`src/rtl/control_sequencer.sv`:
```
// Multi-cycle control sequencer for an accumulator CPU: FETCH/DECODE/EXEC/MEM/HALT.
// Optional macro STEP_MODE_EN: each completed instruction parks in IDLE awaiting start.
module control_sequencer #(
    parameter int OPCODE_W = 3,
    parameter int ADDR_W   = 5
) (
    input  logic                       clock,
    input  logic                       reset,
    input  logic                       start,
    input  logic [OPCODE_W+ADDR_W-1:0] ir,
    input  logic                       acc_zero,
    output logic                       ir_load,
    output logic                       pc_load,
    output logic                       pc_sel,
    output logic                       addr_sel,
    output logic                       acc_load,
    output logic [1:0]                 alu_op,
    output logic                       mem_we,
    output logic                       halted,
    output logic [2:0]                 state,
    output logic [7:0]                 instr_count
);

    localparam logic [2:0] S_IDLE   = 3'd0;
    localparam logic [2:0] S_FETCH  = 3'd1;
    localparam logic [2:0] S_DECODE = 3'd2;
    localparam logic [2:0] S_EXEC   = 3'd3;
    localparam logic [2:0] S_MEM    = 3'd4;
    localparam logic [2:0] S_HALT   = 3'd5;

`ifdef STEP_MODE_EN
    localparam logic [2:0] S_DONE = S_IDLE;
`else
    localparam logic [2:0] S_DONE = S_FETCH;
`endif

    localparam logic [OPCODE_W-1:0] OP_HALT  = OPCODE_W'(0);
    localparam logic [OPCODE_W-1:0] OP_LOAD  = OPCODE_W'(1);
    localparam logic [OPCODE_W-1:0] OP_STORE = OPCODE_W'(2);
    localparam logic [OPCODE_W-1:0] OP_ADD   = OPCODE_W'(3);
    localparam logic [OPCODE_W-1:0] OP_SUB   = OPCODE_W'(4);
    localparam logic [OPCODE_W-1:0] OP_JMP   = OPCODE_W'(5);
    localparam logic [OPCODE_W-1:0] OP_JZ    = OPCODE_W'(6);

    logic [OPCODE_W-1:0] opcode;
    logic                mem_op;
    logic [2:0]          next_state;
    logic                done;

    // Only the opcode field steers control; the operand goes straight to the datapath muxes.
    assign opcode = ir[ADDR_W +: OPCODE_W];
    assign mem_op = (opcode == OP_LOAD) || (opcode == OP_ADD) || (opcode == OP_SUB);
    assign halted = (state == S_HALT);

    always_comb begin
        next_state = state;
        done       = 1'b0;
        case (state)
            S_IDLE:   if (start) next_state = S_FETCH;
            S_FETCH:  next_state = S_DECODE;
            S_DECODE: next_state = S_EXEC;
            S_EXEC: begin
                if (opcode == OP_HALT) begin
                    next_state = S_HALT;
                    done       = 1'b1;
                end else if (mem_op) begin
                    next_state = S_MEM;
                end else begin
                    next_state = S_DONE;
                    done       = 1'b1;
                end
            end
            S_MEM: begin
                next_state = S_DONE;
                done       = 1'b1;
            end
            S_HALT:   next_state = S_HALT;
            default:  next_state = S_IDLE;
        endcase
    end

    always_comb begin
        ir_load  = 1'b0;
        pc_load  = 1'b0;
        pc_sel   = 1'b0;
        addr_sel = 1'b0;
        acc_load = 1'b0;
        alu_op   = 2'b00;
        mem_we   = 1'b0;
        case (state)
            S_FETCH:  ir_load = 1'b1;
            S_DECODE: pc_load = 1'b1;
            S_EXEC: begin
                if (mem_op) addr_sel = 1'b1;
                if (opcode == OP_STORE) begin
                    addr_sel = 1'b1;
                    mem_we   = 1'b1;
                end
                if ((opcode == OP_JMP) || ((opcode == OP_JZ) && acc_zero)) begin
                    pc_load = 1'b1;
                    pc_sel  = 1'b1;
                end
            end
            S_MEM: begin
                addr_sel = 1'b1;
                acc_load = 1'b1;
                if (opcode == OP_ADD)      alu_op = 2'b01;
                else if (opcode == OP_SUB) alu_op = 2'b10;
            end
            default: ;
        endcase
    end

    always_ff @(posedge clock) begin
        if (!reset) begin
            state       <= S_IDLE;
            instr_count <= 8'd0;
        end else begin
            state <= next_state;
            if (done) instr_count <= instr_count + 8'd1;
        end
    end

endmodule

```
`config.mk`:
```
export PLATFORM = sky130hd
export DESIGN_NAME = control_sequencer
export DESIGN_NICKNAME = d
export VERILOG_FILES = /design/src/rtl/control_sequencer.sv
export SDC_FILE = /design/constraint.sdc
export NUM_CORES = 1
export LEC_CHECK = 0
export ABC_CLOCK_PERIOD_IN_PS = 1900
export CAP_MARGIN = 20
export CORE_MARGIN = 1
export CORE_UTILIZATION = 35
export DETAILED_ROUTE_END_ITERATION = 10
export GPL_TIMING_DRIVEN = 0
export PLACE_DENSITY = 0.77
export SETUP_SLACK_MARGIN = 0.5
export SLEW_MARGIN = 20
export SYNTH_ARGS = -nofsm -noshare
export SYNTH_HDL_FRONTEND = slang
export SYNTH_SLANG_ARGS = --single-unit
export TNS_END_PERCENT = 1
```
`constraint.sdc`:
```
create_clock -name clock -period 1.9 [get_ports clock]
set_clock_uncertainty 0.2 [all_clocks]
set_input_delay 0.57 -clock clock [delete_from_list [all_inputs] [get_ports clock]]
set_output_delay 0.57 -clock clock [all_outputs]
set_load 0.01 [all_outputs]
```
==> results.py <==
metrics = {
    "worst_setup_path": {
        "reg2reg_slack_ns": 0.12,
        "path_class": "reg2out",
        "cp-start-kind": "flip-flop",
        "cp-end-kind": "output pin",
        "worstPathRequired_ns": 1.13,
        "slowest_delay_ns": 0.35,
        "crit_arrival_ns": 1.39,
        "cp_slowest_cell": "dfxtp_4",
        "crit_fanout": 3,
        "worstPathCellList": "or2b_1 > or2_4 > nor3_4 > buf_2",
    },
    "logic_synthesis": {
        "synth.distinct_cells": 31,
        "yosys-top-cells-count": "11 x a21oi_1, 11 x dfxtp_1, 6 x nor3_1",
        "ys_seq_area_share_pct": 33.8,
        "synthCells": 79,
        "yosysWarnings": 0,
        "async_flop_share_pct": 0,
        "syn_area_um2": 652,
        "ys_ff_latch": 11,
        "avgSynthCellArea_um2": 8.25,
        "ys.flop_type": "dfxtp_1",
        "synth_area_leaders": "dfxtp_1 34%, a21oi_1 8.4%, nor3_1 4.6%",
        "yosys.area.top_type_share_pct": 33.8,
        "synth-edff-count": 0,
        "synth_area_leader_cell": "dfxtp_1",
        "syn-num-nets": 92,
    },
    "timing": {
        "holdWs_ns": 0.291,
        "finalSetupViolCount": 8,
        "slew_headroom_pct": 82.8,
        "layout_min_cycle_time_ns": 2.16,
        "post-route-period-util_pct": 114,
        "fmax_ghz": 0.463,
        "rsz0062_at_grt": "yes",
        "slew_viol_final": 0,
        "fin_ws_ns": -0.258,
        "setup_tns_ns": -1.18,
        "hold_violations": 0,
        "worst_pin_slew_ns": 0.256,
    },
    "drt": {
        "vias_per_cell": 5.07,
        "wl_um": 1700,
        "routedWlPerCell_um": 12.1,
        "drc": 0,
        "ant_nets": 0,
        "drt_pass1_iterations": 4,
        "drt_first_iter_violations": 4,
        "vias": 715,
    },
    "cts": {
        "htreeDepth": 1,
        "clockBufferDepth": 2,
        "tritoncts": "yes",
        "cts_root_buf": "clkbuf_4",
        "cts_buffers": 3,
        "path_clk_slew_ns": 0.07,
        "clkLatencyLatePin_ns": 0.27,
        "cts_hold_buf": 0,
        "cts_sinks": 11,
    },
    "global_route": {
        "grt.total_usage_pct": 19.8,
        "grt_pass1_vias": 669,
        "grt_first_pass_wirelength_um": 2900,
        "grt_overflow": 0,
        "antenna_found_initial": 0,
        "grt_max_degree": 11,
    },
    "power": {
        "p_leak_nw": 0.457,
        "vdd_drop_max_mv": 0.502,
        "power_mw": 0.564,
        "powerDensity_nw_per_um2": 508,
    },
    "floorplan": {
        "initial_core_util_pct": 37.8,
        "die_area_um2": 2040,
        "die_y_um": 45.2,
        "die_w_um": 45.2,
        "io-pin-count": 32,
        "coreArea_um2": 1730,
        "row_count": 15,
    },
    "placed_design": {
        "port_buffers": 26,
        "dp.final_hpwl_um": 1200,
        "place_congestion": 0.817,
    },
    "cells_and_area": {
        "n_fill_cell": 159,
        "seqCellArea_um2": 254,
        "drive_gt1_share_pct": 56.9,
        "nets": 130,
        "multi_input_area_um2": 454,
        "areaGrowthSynthToFinish_pct": 70.2,
        "n_antenna_cell": 0,
        "fin_util_pct": 64.3,
    },
    "run_status": {
        "status": "finished with violations",
        "violations": "setup timing",
    },
    "worst_hold_path": {
        "hp-class": "reg2reg",
    },
    "job": {
        "cap_violations": 0,
    },
}
## sequential cells by signal, indices dropped and copies added (netlist names)
register	cells
instr_count	8
state	3
## worst paths after layout
check	startpoint	to	cells past startpoint
min	instr_count[7]	instr_count[7]	2
max	state[1]	mem_we	4
min reg2reg	instr_count[7]	instr_count[7]	2
max reg2reg	state[1]	instr_count[7]	7
## per-stage QoR
| stage | instance area [um2] | std cells | worst slack, ns |
|---|---|---|---|
| finish | 1110 | 141 | -0.258 |
| global route | 1110 | 141 | -0.309 |
| CTS | 1090 | 141 | -0.260 |
| detailed placement | 991 | 130 | -1.16 |
| global placement | 991 | 130 | -1.14 |
| floorplan | 699 | 79 | 0.0336 |
## cells in the final DEF, fill, tap and decap left out, types with 2 or more instances in the layout
cell           instances
a21oi_1                9
dfxtp_2                3
nor2_1                 3
buf_6                 17
clkinv_4               2
dlygate4sd2_1          2
a21oi_2                2
o21ai_2                2
buf_4                  5
nor3_2                 2
xor2_1                 2
nor3_1                 3
dfxtp_4                8
nand3_1                3
inv_1                  3
o21ai_1                4
nand2_1                3
or4_1                  2
o31ai_1                2
or3_1                  4
clkbuf_4               3
buf_2                  8
## per-layer routing
layer | wire length [um] | up-vias | track usage (%)
met5 | 0 | - | 0
met1 | 737 | 341 | 23.8
met3 | 83 | 0 | 8.00
met4 | 0 | 0 | 4.24
li1 | - | 359 | -
met2 | 881 | 15 | 33.0
## cells by family after synthesis
family / count (synthesis) / synth area share [%]
AOI/OAI and AO/OA: 21 / 19.8
xor gates and xnor gates: 3 / 4.03
adders and majority gates: 1 / 1.92
buffers and inverters: 7 / 5.95
DFF: 11 / 33.8
muxes: 1 / 1.54
and+or+nand+nor: 35 / 33.0
## layout make-up
class,instances,area share (%)
inverter,6,2.93
timing repair buffer,33,27.1
buffer,1,1.01
tap,25,2.82
sequential,11,22.9
clock buffer,4,2.37
multi-input combinational,61,40.9
## power breakdown
group	switching, mW	total [mW]	leakage [nW]	internal, mW
Clock	0.0778	0.159	0.0150	0.0814
Sequential	0.0121	0.246	0.0967	0.234
Combinational	0.0770	0.159	0.345	0.0822
Total	0.167	0.564	0.457	0.397
## critical path, delay by kind of cell, from the launching register on
kind / cells / cell delay, ns
simple gates: 3 / 0.61
flops: 1 / 0.35
buf+inv: 1 / 0.15
## timing repair
action	CTS	global route
endpoints found under the hold margin	0	0
pin swaps	13	8
gates cloned	0	0
setup endpoints to repair	31	29
setup buffers	7	0
gates resized for setup	133	7
No activity file was read; power rests on OpenSTA's default activity.
